===== src/rtl/lib_pkg.sv =====
// Shared types for the hazard/forwarding slice: per-stage instruction tuple
// and the operand-source encoding used by the forwarding selects.
package lib_pkg;

  localparam int RIDX_W      = 8;
  localparam int FWD_SEL_RF  = 0;
  localparam int FWD_SEL_MEM = 1;

  typedef struct packed {
    logic              valid;
    logic [RIDX_W-1:0] rd;
    logic              rd_wr;
    logic              is_load;
  } stage_t;

  typedef struct packed {
    stage_t            tup;
    logic [RIDX_W-1:0] rs1;
    logic [RIDX_W-1:0] rs2;
    logic              rs1_used;
    logic              rs2_used;
  } ex_stage_t;

  // A stage produces a forwardable result only for a real write to x1..xN.
  function automatic logic writes_reg(stage_t s);
    return s.valid && s.rd_wr && (s.rd != '0);
  endfunction

endpackage


===== src/rtl/mdu_scoreboard.sv =====
// Pending-result bits for multi-cycle MDU destinations plus the outstanding
// MDU operation counter.
module mdu_scoreboard #(
  parameter  int NREG    = 32,
  parameter  int MDU_MAX = 1,
  localparam int RW      = $clog2(NREG),
  localparam int CW      = $clog2(MDU_MAX + 1)
) (
  input  logic            clk,
  input  logic            reset_n,
  input  logic            enter,
  input  logic [RW-1:0]   enter_rd,
  input  logic            done,
  input  logic [RW-1:0]   done_rd,
  output logic [NREG-1:0] pend_eff,
  output logic            busy,
  output logic            busy_eff
);

  logic [NREG-1:0] pending;
  logic [NREG-1:0] set_mask;
  logic [NREG-1:0] clr_mask;
  logic [CW-1:0]   count;
  logic            inc;
  logic            dec;

  always_comb begin
    set_mask = '0;
    clr_mask = '0;
    for (int i = 0; i < NREG; i++) begin
      clr_mask[i] = done && (done_rd == RW'(i));
      set_mask[i] = enter && (enter_rd == RW'(i)) && (i != 0);
    end
  end

  // A completion this cycle already frees its register and its MDU slot for
  // the instruction sitting in ID.
  assign pend_eff = pending & ~clr_mask;
  assign busy     = (count == CW'(MDU_MAX));
  assign busy_eff = busy & ~done;
  assign inc      = enter & ~busy_eff;
  assign dec      = done & (count != '0);

  always_ff @(posedge clk) begin
    if (!reset_n) begin
      pending <= '0;
      count   <= '0;
    end else begin
      pending <= pend_eff | set_mask;
      case ({inc, dec})
        2'b10:   count <= count + 1'b1;
        2'b01:   count <= count - 1'b1;
        default: count <= count;
      endcase
    end
  end

endmodule


===== src/rtl/hazard_scoreboard.sv =====
// In-order pipeline hazard unit: load-use and MDU scoreboard stalls, branch
// flush, and nearest-stage operand forwarding selects for EX.
module hazard_scoreboard
  import lib_pkg::*;
#(
  parameter  int NREG       = 32,
  parameter  int FWD_STAGES = 2,
  parameter  int MDU_MAX    = 1,
  localparam int RW         = $clog2(NREG),
  localparam int SW         = $clog2(FWD_STAGES + 1)
) (
  input  logic          clk,
  input  logic          reset_n,
  input  logic          id_valid,
  input  logic [RW-1:0] id_rs1,
  input  logic [RW-1:0] id_rs2,
  input  logic          id_rs1_used,
  input  logic          id_rs2_used,
  input  logic [RW-1:0] id_rd,
  input  logic          id_rd_wr,
  input  logic          id_is_load,
  input  logic          id_is_mdu,
  input  logic          ex_branch_taken,
  input  logic          mdu_done,
  input  logic [RW-1:0] mdu_rd,
  output logic          stall,
  output logic          flush_if_id,
  output logic          bubble_id_ex,
  output logic [SW-1:0] fwd_sel1,
  output logic [SW-1:0] fwd_sel2,
  output logic          mdu_busy
);

  ex_stage_t       ex_p0;
  ex_stage_t       ex_nxt;
  stage_t          stage_pn [1:FWD_STAGES];
  logic [NREG-1:0] pend_eff;
  logic            busy_q;
  logic            busy_eff;
  logic            load_use;
  logic            raw_waw;
  logic            mdu_struct;
  logic            hazard;
  logic            ex_load;
  logic            mdu_enter;
  logic            unused_tail_load;

  assign unused_tail_load = stage_pn[FWD_STAGES].is_load;

  assign load_use = ex_p0.tup.is_load && writes_reg(ex_p0.tup) &&
                    ((id_rs1_used && (RIDX_W'(id_rs1) == ex_p0.tup.rd)) ||
                     (id_rs2_used && (RIDX_W'(id_rs2) == ex_p0.tup.rd)));

  assign raw_waw = id_valid &&
                   ((id_rs1_used && (id_rs1 != '0) && pend_eff[id_rs1]) ||
                    (id_rs2_used && (id_rs2 != '0) && pend_eff[id_rs2]) ||
                    (id_rd_wr    && (id_rd  != '0) && pend_eff[id_rd]));

  assign mdu_struct = id_is_mdu && busy_eff;
  assign hazard     = load_use | raw_waw | mdu_struct;
  assign ex_load    = ~hazard & ~ex_branch_taken;
  assign mdu_enter  = ex_load & id_valid & id_is_mdu;

  // A taken branch kills ID regardless of hazards, so it masks the stall.
  assign stall        = reset_n & ~ex_branch_taken & hazard;
  assign flush_if_id  = reset_n & ex_branch_taken;
  assign bubble_id_ex = flush_if_id | stall;
  assign mdu_busy     = reset_n & busy_q;

  always_comb begin
    ex_nxt = '0;
    if (ex_load) begin
      ex_nxt.tup.valid   = id_valid;
      ex_nxt.tup.rd      = RIDX_W'(id_rd);
      ex_nxt.tup.rd_wr   = id_rd_wr;
      ex_nxt.tup.is_load = id_is_load;
      ex_nxt.rs1         = RIDX_W'(id_rs1);
      ex_nxt.rs2         = RIDX_W'(id_rs2);
      ex_nxt.rs1_used    = id_rs1_used;
      ex_nxt.rs2_used    = id_rs2_used;
    end
  end

  // ID -> EX (p0) -> MEM .. WB (stage_pn[1..FWD_STAGES])
  always_ff @(posedge clk) begin
    ex_p0       <= ex_nxt;
    stage_pn[1] <= ex_p0.tup;
    for (int k = 2; k <= FWD_STAGES; k++) begin
      stage_pn[k] <= stage_pn[k-1];
    end
    if (!reset_n) begin
      ex_p0.tup.valid <= 1'b0;
      for (int k = 1; k <= FWD_STAGES; k++) begin
        stage_pn[k].valid <= 1'b0;
      end
    end
  end

  // Walk from the oldest stage down so the nearest producer is written last.
  always_comb begin
    fwd_sel1 = SW'(FWD_SEL_RF);
    fwd_sel2 = SW'(FWD_SEL_RF);
    for (int k = FWD_STAGES; k >= FWD_SEL_MEM; k--) begin
      if (writes_reg(stage_pn[k]) && ex_p0.rs1_used && (stage_pn[k].rd == ex_p0.rs1))
        fwd_sel1 = SW'(k);
      if (writes_reg(stage_pn[k]) && ex_p0.rs2_used && (stage_pn[k].rd == ex_p0.rs2))
        fwd_sel2 = SW'(k);
    end
    if (!reset_n) begin
      fwd_sel1 = SW'(FWD_SEL_RF);
      fwd_sel2 = SW'(FWD_SEL_RF);
    end
  end

  mdu_scoreboard #(
    .NREG    (NREG),
    .MDU_MAX (MDU_MAX)
  ) u_sb (
    .clk      (clk),
    .reset_n  (reset_n),
    .enter    (mdu_enter),
    .enter_rd (id_rd),
    .done     (mdu_done),
    .done_rd  (mdu_rd),
    .pend_eff (pend_eff),
    .busy     (busy_q),
    .busy_eff (busy_eff)
  );

endmodule


===== config.mk =====
export PLATFORM = sky130hd
export DESIGN_NAME = hazard_scoreboard
export DESIGN_NICKNAME = d
export VERILOG_FILES = /design/src/rtl/lib_pkg.sv /design/src/rtl/mdu_scoreboard.sv /design/src/rtl/hazard_scoreboard.sv
export SDC_FILE = /design/constraint.sdc
export NUM_CORES = 1
export LEC_CHECK = 0
export ABC_AREA = 1
export CORE_MARGIN = 10
export CORE_UTILIZATION = 45
export CTS_CLUSTER_SIZE = 24
export DETAILED_ROUTE_END_ITERATION = 16
export GPL_TIMING_DRIVEN = 0
export PLACE_DENSITY_LB_ADDON = 0.05
export REMOVE_ABC_BUFFERS = 1
export SYNTH_ARGS = -nofsm -noshare
export SYNTH_HDL_FRONTEND = slang
export SYNTH_SLANG_ARGS = --single-unit

===== constraint.sdc =====
create_clock -name clk -period 3.2 [get_ports clk]
set_clock_uncertainty 0.05 [all_clocks]
set_input_delay 0.32 -clock clk [delete_from_list [all_inputs] [get_ports clk]]
set_output_delay 0.32 -clock clk [all_outputs]
set_load 0.03 [all_outputs]

==> results.toml <==
[status]
status = "complete, no violations"

[logic_synthesis]
yosysMostFrequentCell = "nand2_1"
netlist_top_cells_area = "dfxtp_1, nand2_1, nand3_1"
postSynthCellCount = 659
ys_seq_area_frac = 0.3376
yosysUniqueCellTypes = 34
synthFlopType = "dfxtp_1"
synth-edff-count = 0
avgSynthCellArea_um2 = 6.028
synth_warnings = 0
synth_top_area_cell = "dfxtp_1"
synth-seq-cells = 67
async_flop_share = 0
synth_top_area_share = 0.3376
synth_common_cells = "nand2_1, nor2_1, nand3_1"
synth_area_um2 = 3973

[cts]
cts_tree = "done"
htreeDepth = 3
cts_root_buffer = "clkbuf_8"
clk_latency_ns = 0.36
ctsLongestPathBuffers = 2
cts_inserted_buffers = 9
clk_pin_slew_worst_paths_ns = 0.08
clock_sinks = 67

[finish]
syn2layout_area_growth_pct = 19.62
regArea_um2 = 1341
fill_cells = 912
antennaDiodeCount = 0
multiInputGateArea_um2 = 2342
final_cells = 808
drive_above_1_share = 0.09714
final_nets = 725

[detailed_routing]
wl_per_cell_um = 17.44
drc = 0
drtIter0Drc = 466
vias = 4463
dr.pass1.iters = 6
routed_wirelength_mm = 14.10
vias_per_cell = 5.524
ant_nets = 0

[placement]
place_congestion = 0.9555
place_ws_ns = -1.080
hpwl_mm = 10.48
port_buffers = 37
dp.cells = 785

[floorplan]
io_pins = 38
die_area_um2 = 12990
dieWidth_um = 114.0
num_rows = 34
initial_core_util = 0.4600
dieHeight_um = 114.0
core_area_um2 = 8636

[power]
leakage_nw = 1.997
power_density_nw_per_um2 = 423.6
ir_worst_vdd_v = 0.0002565

[sta]
worst_slack_ns = 0.1623
fin_tns_setup_ns = 0
min_period_ns = 3.038
max_freq_ghz = 0.3292
period_share = 0.9493
rsz0062_at_grt = "true"
hold_viol_final = 0
slew_viol_final = 0
setup_viol = 0
maxSlewHeadroom = 0.4812
tightest_slew_ns = 0.7763

[global_route]
grt_max_degree = 38
antenna_found_initial = 0
grt_pass1_wl_mm = 22.23
grt_usage = 0.2159
first_global_vias = 4196
grt.overflow.total = 0

[setup_path]
worstSetupPathType = "input pin to output pin"
crit_arrival_ns = 2.67
crit_fanout = 5
end_kind = "output pin"
start_kind = "input pin"
required_ns = 2.83

[run]
drv_cap = 0

[worst_hold_path]
hp-class = "flip-flop to flip-flop"
[logic make-up (layout without fill, tap and decap cells)]
group | after synthesis | count (layout) | share of synthesized area
simple gates | 410 | 410 | 0.4337
buf+inv | 94 | 135 | 0.09795
compound gates | 80 | 80 | 0.1131
flops | 67 | 67 | 0.3376
xor+xnor | 8 | 8 | 0.01764
[report_power, final]
part	internal [mW]	total, mW	switching [mW]
clock	0.374	0.771	0.398
sequential	0.864	0.890	0.0266
combinational	0.120	0.351	0.231
total	1.36	2.01	0.656
[worst paths after layout]
path	slack (ns)	depth (start not counted)	startpoint	to
worst max register to register	0.81	12	u_sb.pending[7]	u_sb.pending[30]
worst max-delay path	0.16	16	id_rd[1]	bubble_id_ex
worst min-delay path	0.32	0	ex_p0[19]	stage_pn[1][1]
worst min register to register	0.32	0	ex_p0[19]	stage_pn[1][1]
[cell type report]
cell class              count  area share
flip-flops and latches     67      0.2823
repair buffers             43     0.09031
multi-input cells         498      0.4929
well taps                 108     0.02844
repair inverters            1    0.001580
inverters                  75     0.06082
clock inverters             7     0.01764
clock buffers               9     0.02607
[per-layer routing]
layer	up-vias	global-route usage	share of wire
li1	2202	-	-
met1	2028	0.2983	0.46
met2	198	0.3181	0.44
met3	35	0.05039	0.084
met4	0	0.07853	0.025
met5	-	0	0
[timing repair]
item | in CTS | in global routing
cloned | 1 | 0
resized for setup | 36 | 31
hold buffers | 0 | 0
setup buffers | 3 | 3
endpoints found under the setup margin | 53 | 35
pin swaps | 2 | 5
[layout by cell type, fill, tap and decap left out, drive strengths merged]
master,n
nand4,5
clkdlybuf4s50,23
o211ai,2
clkbuf,12
nor3,8
a21boi,3
nand3,94
xnor2,2
or2,2
a2111oi,1
a21oi,49
clkinv,3
inv,76
a211o,1
o22ai,6
o21ai,11
bufinv,1
dfxtp,67
dlygate4sd2,3
o2111ai,1
a31oi,1
nand2,183
a211oi,2
nor4,2
buf,8
dlymetal6s2s,6
nor2,116
xor2,6
clkinvlp,3
a221oi,2
o41ai,1
[critical path, stage by stage]
cell	delay (ns)
clkdlybuf4s50_1	0.52
nor2_4	0.23
inv_1	0.12
nor2_2	0.24
nand2_1	0.09
nand3_1	0.08
nor2_1	0.09
nand3_1	0.09
nand2_1	0.09
nand2_1	0.07
nand2_1	0.06
o21ai_0	0.16
nand2_1	0.10
nor2_2	0.15
nor2_1	0.05
buf_4	0.20
[through the flow]
| step | utilization | hold WS, ns | power [mW] | cell area (um2) |
|---|---|---|---|---|
| global route | 0.5503 | 0.3263 | 2.094 | 4752 |
| CTS | 0.5419 | 0.3202 | 2.002 | 4679 |
| detailed placement | 0.5061 | 0.3084 | 1.235 | 4370 |
| floorplan | - | 0.2804 | 1.089 | 3865 |
| global placement | 0.5061 | 0.2873 | 1.232 | 4370 |
| finish | 0.5503 | 0.3207 | 2.013 | 4752 |
[sequential cells by signal, summed over array words and instances (netlist names)]
signal and flops:
u_sb.pending 32, ex_p0 20, stage_pn 14, u_sb.busy 1
No activity file was read; power rests on OpenSTA's default activity.
